**src/rtl/convolve_fpga_pkg.sv**
```systemverilog
// convolve_fpga_pkg: width helpers, stage tag bundle and lane slice macro
// shared by the convolve_fpga MAC pipe and its lanes.
package convolve_fpga_pkg;

   typedef struct packed {
      logic valid;
      logic first;
      logic last;
   } mac_tag_t;

   function automatic int full_w(input int a_w, input int b_w);
      return a_w + b_w + 2;
   endfunction

   function automatic int acc_w(input int a_w, input int b_w, input int guard);
      return full_w(a_w, b_w) + guard;
   endfunction

   function automatic logic ext_bit(input logic msb, input logic is_signed);
      return msb & is_signed;
   endfunction

endpackage

`define CONVOLVE_LANE(v, i, w) v[(i)*(w) +: (w)]

```
**src/rtl/convolve_fpga_mac_lane.sv**
```systemverilog
// convolve_fpga_mac_lane: one lane - operand regs, product, delay line, accumulator, format.
// Define CONVOLVE_MAC_SAT_EN to clamp results to signed P_W and raise ovf.
module convolve_fpga_mac_lane
   import convolve_fpga_pkg::*;
#(
   parameter int A_W       = 8,
   parameter int B_W       = 16,
   parameter int A_SIGNED  = 0,
   parameter int B_SIGNED  = 1,
   parameter int P_W       = 16,
   parameter int STAGES    = 4,
   parameter int ACC_GUARD = 4,
   parameter int SHIFT     = 0
) (
   input  logic           clk,
   input  logic           reset,
   input  logic           advance,
   input  logic [A_W-1:0] a,
   input  logic [B_W-1:0] b,
   input  logic           fin_valid,
   input  logic           fin_first,
   input  logic           fin_last,
   output logic [P_W-1:0] p,
   output logic           ovf
);

   localparam int FW  = full_w(A_W, B_W);
   localparam int AW  = acc_w(A_W, B_W, ACC_GUARD);
   localparam int RW  = AW + 1;
   localparam int NPQ = STAGES - 2;
   localparam logic signed [RW-1:0] RND =
      (SHIFT > 0) ? (RW'(1) << ((SHIFT > 0) ? SHIFT - 1 : 0)) : '0;

   logic [A_W-1:0]        a_q;
   logic [B_W-1:0]        b_q;
   logic signed [A_W:0]   a_x;
   logic signed [B_W:0]   b_x;
   logic signed [FW-1:0]  prod_q [NPQ];
   logic signed [AW-1:0]  acc_q;
   logic signed [AW-1:0]  sum;
   logic signed [RW-1:0]  rnd_sum;
   logic signed [RW-1:0]  r;
   logic [P_W-1:0]        p_d;
   logic                  ovf_d;

   assign a_x = {ext_bit(a_q[A_W-1], A_SIGNED != 0), a_q};
   assign b_x = {ext_bit(b_q[B_W-1], B_SIGNED != 0), b_q};

   always_ff @(posedge clk or posedge reset) begin
      if (reset) begin
         a_q <= '0;
         b_q <= '0;
         for (int i = 0; i < NPQ; i++) prod_q[i] <= '0;
      end else if (advance) begin
         a_q       <= a;
         b_q       <= b;
         prod_q[0] <= FW'(a_x) * FW'(b_x);
         for (int i = 1; i < NPQ; i++) prod_q[i] <= prod_q[i-1];
      end
   end

   // Rounding add is one bit wider so it cannot wrap the accumulated sum.
   always_comb begin
      sum     = (fin_first ? '0 : acc_q) + AW'(prod_q[NPQ-1]);
      rnd_sum = RW'(sum) + RND;
      r       = rnd_sum >>> SHIFT;
   end

`ifdef CONVOLVE_MAC_SAT_EN
   logic [RW-P_W:0] hi;

   assign hi = r[RW-1:P_W-1];

   always_comb begin
      ovf_d = ~((&hi) | ~(|hi));
      p_d   = P_W'(r);
      if (ovf_d)
         p_d = hi[RW-P_W] ? {1'b1, {(P_W-1){1'b0}}}
                          : {1'b0, {(P_W-1){1'b1}}};
   end
`else
   assign p_d   = P_W'(r);
   assign ovf_d = 1'b0;
`endif

   always_ff @(posedge clk or posedge reset) begin
      if (reset) begin
         acc_q <= '0;
         p     <= '0;
         ovf   <= 1'b0;
      end else if (advance && fin_valid) begin
         if (fin_last) begin
            acc_q <= '0;
            p     <= p_d;
            ovf   <= ovf_d;
         end else begin
            acc_q <= sum;
         end
      end
   end

endmodule

```
**src/rtl/convolve_fpga_mac_pipe.sv**
```systemverilog
// convolve_fpga_mac_pipe: LANES-wide MAC pipe with valid/ready, packet accumulation and rounding.
// Define CONVOLVE_MAC_SAT_EN for saturating output and per-lane out_ovf.
module convolve_fpga_mac_pipe
   import convolve_fpga_pkg::*;
#(
   parameter int LANES     = 1,
   parameter int A_W       = 8,
   parameter int B_W       = 16,
   parameter int A_SIGNED  = 0,
   parameter int B_SIGNED  = 1,
   parameter int P_W       = 16,
   parameter int STAGES    = 4,
   parameter int ACC_GUARD = 4,
   parameter int SHIFT     = 0
) (
   input  logic                 clk,
   input  logic                 reset,
   input  logic                 ce,
   input  logic                 in_valid,
   output logic                 in_ready,
   input  logic                 in_first,
   input  logic                 in_last,
   input  logic [LANES*A_W-1:0] in_a,
   input  logic [LANES*B_W-1:0] in_b,
   output logic                 out_valid,
   input  logic                 out_ready,
   output logic [LANES*P_W-1:0] out_p,
   output logic [LANES-1:0]     out_ovf
);

   localparam int NT = STAGES - 1;

   logic     advance;
   mac_tag_t tag_q [NT];
   mac_tag_t fin;

   // The whole pipe stalls together while a result waits downstream.
   assign advance  = ce & (~out_valid | out_ready) & ~reset;
   assign in_ready = advance;
   assign fin      = tag_q[NT-1];

   always_ff @(posedge clk or posedge reset) begin
      if (reset) begin
         for (int i = 0; i < NT; i++) tag_q[i] <= '0;
         out_valid <= 1'b0;
      end else if (advance) begin
         tag_q[0] <= '{valid: in_valid, first: in_first, last: in_last};
         for (int i = 1; i < NT; i++) tag_q[i] <= tag_q[i-1];
         out_valid <= fin.valid & fin.last;
      end
   end

   for (genvar i = 0; i < LANES; i++) begin : g_lane
      convolve_fpga_mac_lane #(
         .A_W       (A_W),
         .B_W       (B_W),
         .A_SIGNED  (A_SIGNED),
         .B_SIGNED  (B_SIGNED),
         .P_W       (P_W),
         .STAGES    (STAGES),
         .ACC_GUARD (ACC_GUARD),
         .SHIFT     (SHIFT)
      ) u_lane (
         .clk       (clk),
         .reset     (reset),
         .advance   (advance),
         .a         (`CONVOLVE_LANE(in_a, i, A_W)),
         .b         (`CONVOLVE_LANE(in_b, i, B_W)),
         .fin_valid (fin.valid),
         .fin_first (fin.first),
         .fin_last  (fin.last),
         .p         (`CONVOLVE_LANE(out_p, i, P_W)),
         .ovf       (out_ovf[i])
      );
   end

endmodule
```
**config.mk**
```make
export PLATFORM = sky130hd
export DESIGN_NAME = convolve_fpga_mac_pipe
export DESIGN_NICKNAME = d
export VERILOG_FILES = /design/src/rtl/convolve_fpga_pkg.sv /design/src/rtl/convolve_fpga_mac_lane.sv /design/src/rtl/convolve_fpga_mac_pipe.sv
export SDC_FILE = /design/constraint.sdc
export NUM_CORES = 1
export LEC_CHECK = 0
export ABC_AREA = 1
export ABC_CLOCK_PERIOD_IN_PS = 5100
export CORE_MARGIN = 4
export CORE_UTILIZATION = 25
export DETAILED_ROUTE_END_ITERATION = 8
export SYNTH_ARGS = -nofsm -noshare
export SYNTH_HDL_FRONTEND = slang
export SYNTH_SLANG_ARGS = --single-unit
```
**constraint.sdc**
```tcl
create_clock -name clk -period 5.1 [get_ports clk]
set_input_delay 0.51 -clock clk [delete_from_list [all_inputs] [get_ports clk]]
set_output_delay 0.51 -clock clk [all_outputs]
set_load 0.02 [all_outputs]
```
==> After elaboration in Yosys (flattened, before gate mapping) <==
Cells that the tools add are included.
{ "totals": {"output_inout_bits": 19, "ramBits": 0, "mem_count": 0, "register_bits": 132, "latchBits": 0, "wordCells": 28, "inputBits": 31, "romBits": 0} }
{ "op_classes": {"addsub": 1, "mul": 1, "div": 0, "bitwise_logic": 6, "reduce_logical": 2, "muxes": 2, "n_eq_ne": 0, "shifts": 0, "magnitude_cmp": 0} }
{ "ops": {"columns": ["operator", "count"], "rows": [
  ["30-bit 2-to-1 mux", 2],
  ["30-bit adder", 1],
  ["9-bit by 16-bit multiplier with 25-bit output", 1],
  ["1-bit bitwise AND", 3],
  ["1-bit NOT", 2],
  ["2-bit AND reduction", 1],
  ["1-bit logical AND", 1],
  ["1-bit OR", 1]
]} }

==> Depth between registers and ports, before layout <==
{ "depth": {"depth_word": 6, "mapped_depth": 23, "mapped_depth_nobuf": 21} }

==> By module <==
A second synthesis with hierarchy kept.
{ "unflattened": {"hier_cells": 1029, "hier_area_um2": 7836.3} }
{ "modules_own_cells": {"columns": ["module", "cells_per_inst", "instances", "seq_area_each_um2", "area_each_um2"], "rows": [
  ["convolve_fpga_mac_lane", 977, 1, 2202.1, 7400.8],
  ["convolve_fpga_mac_pipe", 52, 1, 250.2, 435.4]
]} }

==> Worst setup path after synthesis <==
No wires, ideal clock.
{ "synth_path": {"path_kind": "register to register", "from": "register g_lane[0].u_lane.a_q[2]", "to": "register g_lane[0].u_lane.prod_q[38] in the netlist's numbering", "path_stages_with_launch": 17, "arrival_time_ns": 4.016, "setup_slack_ns": 0.957, "required_ns": 4.973, "path_buffers": 2, "synth_period_minus_slack_ns": 4.143, "setup_ns": 0.127, "path_cell_list": "dfrtp_1 -> buf_2 -> clkbuf_1 -> nand2_1 -> fa_1 -> inv_1 -> fa_1 -> inv_1 -> fa_1 -> fa_1 -> inv_1 -> ha_1 -> a21oi_1 -> nand2_1 -> a211oi_1 -> xor2_1 -> o21ai_0"} }
{ "synth_between": {"elab_chain_len": 1} }
{ "synth_rtl": {"columns": ["element", "line", "rtl"], "rows": [
  ["start: declaration", "convolve_fpga_mac_lane.sv:34", "logic [A_W-1:0] a_q;"],
  ["start signal: assignment", "convolve_fpga_mac_lane.sv:51", "a_q <= '0;"],
  ["start signal: assignment", "convolve_fpga_mac_lane.sv:55", "a_q <= a;"],
  ["9-bit by 16-bit multiplier with 25-bit output", "convolve_fpga_mac_lane.sv:57", "prod_q[0] <= FW'(a_x) * FW'(b_x);"],
  ["end: declaration", "convolve_fpga_mac_lane.sv:38", "logic signed [FW-1:0] prod_q [NPQ];"]
]} }
Every way passes these cells.
A chain may end at the register's enable or synchronous reset.

==> Worst setup path in the final report <==
{ "layout_path": {"from": "register g_lane[0].u_lane.a_q[0]", "to": "register g_lane[0].u_lane.prod_q[38] in the netlist's numbering"} }
Same word-level chain as after synthesis.

==> summary.md <==
| Metric | Value |
|---|---|
| Status | complete, no violations |
| Drc violations | 0 |
| Num rows | 64 |
| Gr usage total | 10.43% |
| Initial DRC Count | 304 |
| TritonCTS buffer count | 9 |
| Synth cell types | 41 |
| Ys async rst share | 100.0% |
| H-tree Lvls | 3 |
| Comb pwr share | 58.9% |
| Cell Count, Final, Fillers Out | 1428 |
| Post-synthesis xor/xnor area fraction | 1.698% |
| Clock power share | 14.8% |
| Final Hold Fails | 0 |
| Layout cells sized above 1 | 4.554% |
| Width of the die | 183.9 um |
| Final worst-path cycle share | 86.04% |
| Clock skew | 0.01047 ns |
| Hold slack | 0.4717 ns |
| Max_cap viols | 0 |
| GPL Wtd Cong | 0.8484 |
| Dpl hpwl | 13.00 mm |
| Setup TNS Final | 0 ns |
| Clock Latency Late Sink | 0.36 ns |
| Tightest Pin Transition | 0.9642 ns |
| Psw | 2.319 mW |
| Max IR drop VDD | 0.2821 mV |
| Post-synthesis sequential area ratio | 31.69% |
| Area Growth Syn to Fin | 14.08% |
| Final setup viols | 0 |
| Worst slew margin | 35.72% |
| Setup CP Type | reg2reg |
| First-pass GRT wire length | 29.33 mm |
| Routed vias | 5978 |
| DRT antenna net count | 0 |
| Total chip power | 4.865 mW |
| Worst Setup SP | g_lane[0].u_lane.a_q[0] |
| Cts hold-fix bufs | 0 |
| Mapped Cells | 1007 |
| Clock transition at path regs | 0.07 ns |
| Fmax achieved | 227.9 MHz |
| Dpl cells | 1412 |
| Die Area | 33830 um2 |
| Setup crit start kind | flop |
| Pre-antenna DRT Iters | 4 |
| Simple-gate share of the synthesized area | 23.49% |
| Antenna cells | 0 |
| Crit path arrival time | 4.61 ns |
| Internal power | 2.546 mW |
| Port-buffer cells | 48 |
| Clock root buffer master | clkbuf_16 |
| Avg WL per Cell | 11.71 um |
| Detailed Route WL | 16.72 mm |
| Mapped cell area | 7739 um2 |
| Synth Area in Compound Gates | 6.904% |
| Largest family of logic cells by synthesized area | simple AND/OR/NAND/NOR gates |
| Vias/cell | 4.186 |
| Core ar. | 30590 um2 |
| Clock Sinks | 98 |
| Pwr Density | 551.1 nW/um2 |
| Post-synth top flop | dfrtp_1 |
| Initial antenna violation count | 0 |
| Syn. warnings | 0 |
| Worst setup path end | g_lane[0].u_lane.prod_q[38] |
| Number of I/O pins | 50 |
| Clock tree from TritonCTS | done |
| RSZ-0062 raised after global routing | no |
| RR Startpoint | g_lane[0].u_lane.a_q[0] |
| Flop2flop setup slack | 0.71 ns |
| Endpoint class of the critical path | flop |
| Crit-path max FO | 18 |
| Leading cell type in the layout, fill and taps excluded | nand2_1 |
| Number of global-route vias before repair | 6150 |
| Reg2reg end | g_lane[0].u_lane.prod_q[38] |
| Height of the die | 183.9 um |
| Yosys reg bits | 98 |
| Final Critical Period | 4.388 ns |
| Total gr overflow | 0 |
| Sw Share | 47.66% |
| Initial Util | 25.30% |
| Max-slew violation count | 0 |
| Post-CTS sizing | 0 |
| Multiplexer share of the synthesized area | 0% |
| Worst Hold Class | in2async |
| Nets | 1165 |
| Commonest non-fill, non-tap cells in the layout | 339 x nand2_1, 201 x inv_1, 98 x dfrtp_1 |
| Worst-case clock buffer depth | 2 |
| Syn nets | 1145 |
| Adder-Cell Fraction of Synth Area | 23.22% |
| Worst EP required | 5.32 ns |
| Register share of total power | 26.4% |
| Setup bufs post-CTS | 0 |
| EDFF count, synth | 0 |
| Syn_area_per_cell | 7.685 um2 |
| Pin count of the biggest net entering global routing | 79 |
| Reg2Reg Depth | 14 |
| Static Leak | 4.879 nW |
synth_stat cells, types with 10 or more instances:
library cell  number  area [um2]
o21ai_1           15       75.07
nand3_1           43       215.2
dfrtp_1           98        2452
o21ai_0           36       180.2
fa_1              61        1221
buf_2             10       50.05
clkbuf_1          21       78.83
ha_1              46       575.6
xor2_1            12       105.1
nor2_1            32       120.1
a21oi_1           20       100.1
nand2_1          339        1272
inv_1            202       758.2
power groups by stage:
stage | logic [mW] | registers (mW) | clock network, mW
floorplan | 2.23 | 1.23 | 0
global placement | 2.82 | 1.29 | 0
detailed placement | 2.86 | 1.30 | 0
CTS | 2.89 | 1.29 | 0.740
global route | 3.33 | 1.33 | 0.770
finish | 2.86 | 1.28 | 0.718
worst max-delay path, cell delays in order (launching register included):
cell,delay [ns]
dfrtp_1,0.73
nand2_1,0.14
fa_1,0.51
inv_1,0.06
fa_1,0.50
inv_1,0.05
fa_1,0.46
fa_1,0.54
inv_1,0.04
ha_1,0.33
a21oi_1,0.24
nand2_1,0.12
a211oi_1,0.30
xor2_1,0.17
o21ai_0,0.08
per-layer routing:
layer / vias to the layer above / global-route usage [%] / part of all wire [%]
met2: 85 / 17.25 / 45
met5: - / 0 / 0
met1: 2818 / 14.09 / 50
met3: 18 / 2.038 / 3.4
met4: 0 / 2.603 / 1.4
li1: 3057 / - / -
worst min path at each step:
stage,end,slack [ns],cells after the start
2_1_floorplan,g_lane[0].u_lane.prod_q[10],0.44,2
3_3_place_gp,g_lane[0].u_lane.prod_q[10],0.45,2
3_5_place_dp,g_lane[0].u_lane.prod_q[8],0.46,2
4_1_cts,g_lane[0].u_lane.b_q[10],0.47,2
5_1_grt,g_lane[0].u_lane.b_q[10],0.50,2
6_report,g_lane[0].u_lane.b_q[10],0.47,2
kinds of logic after synthesis:
logic type	Yosys count
compound gates	94
xor+xnor	15
fa+ha+maj	107
buf+inv	250
flops	98
other cells	1
simple gates	442
stage by stage:
step / instance area (um2) / util, % / worst slack [ns]
final: 8828 / 28.86 / 0.7119
after global routing: 8828 / 28.86 / 0.4623
after CTS: 8828 / 28.86 / 0.6915
after detailed placement: 8518 / 27.85 / 0.7124
after global placement: 8518 / 27.85 / 0.8260
after floorplan: 7739 / - / 0.9574
state kept, by name (all words and copies together), names as in the netlist:
signal / count
g_lane.u_lane.prod_q: 32
g_lane.u_lane.a_q: 8
g_lane.u_lane.b_q: 16
tag_q: 6
g_lane.u_lane.p: 16
fin: 3
out_valid: 1
g_lane.u_lane.acc_q: 16
area by class of cell:
type                       count  area [um2]
clock buffer                   9       225.2
tap                          396       495.5
sequential                    98        2452
clock inverter                 7       85.08
fill                        3338       21760
timing repair buffer          51       503.0
inverter                     208       783.3
multi-input combinational    659        4284
Note: power is estimated with default switching activity, not from simulation.
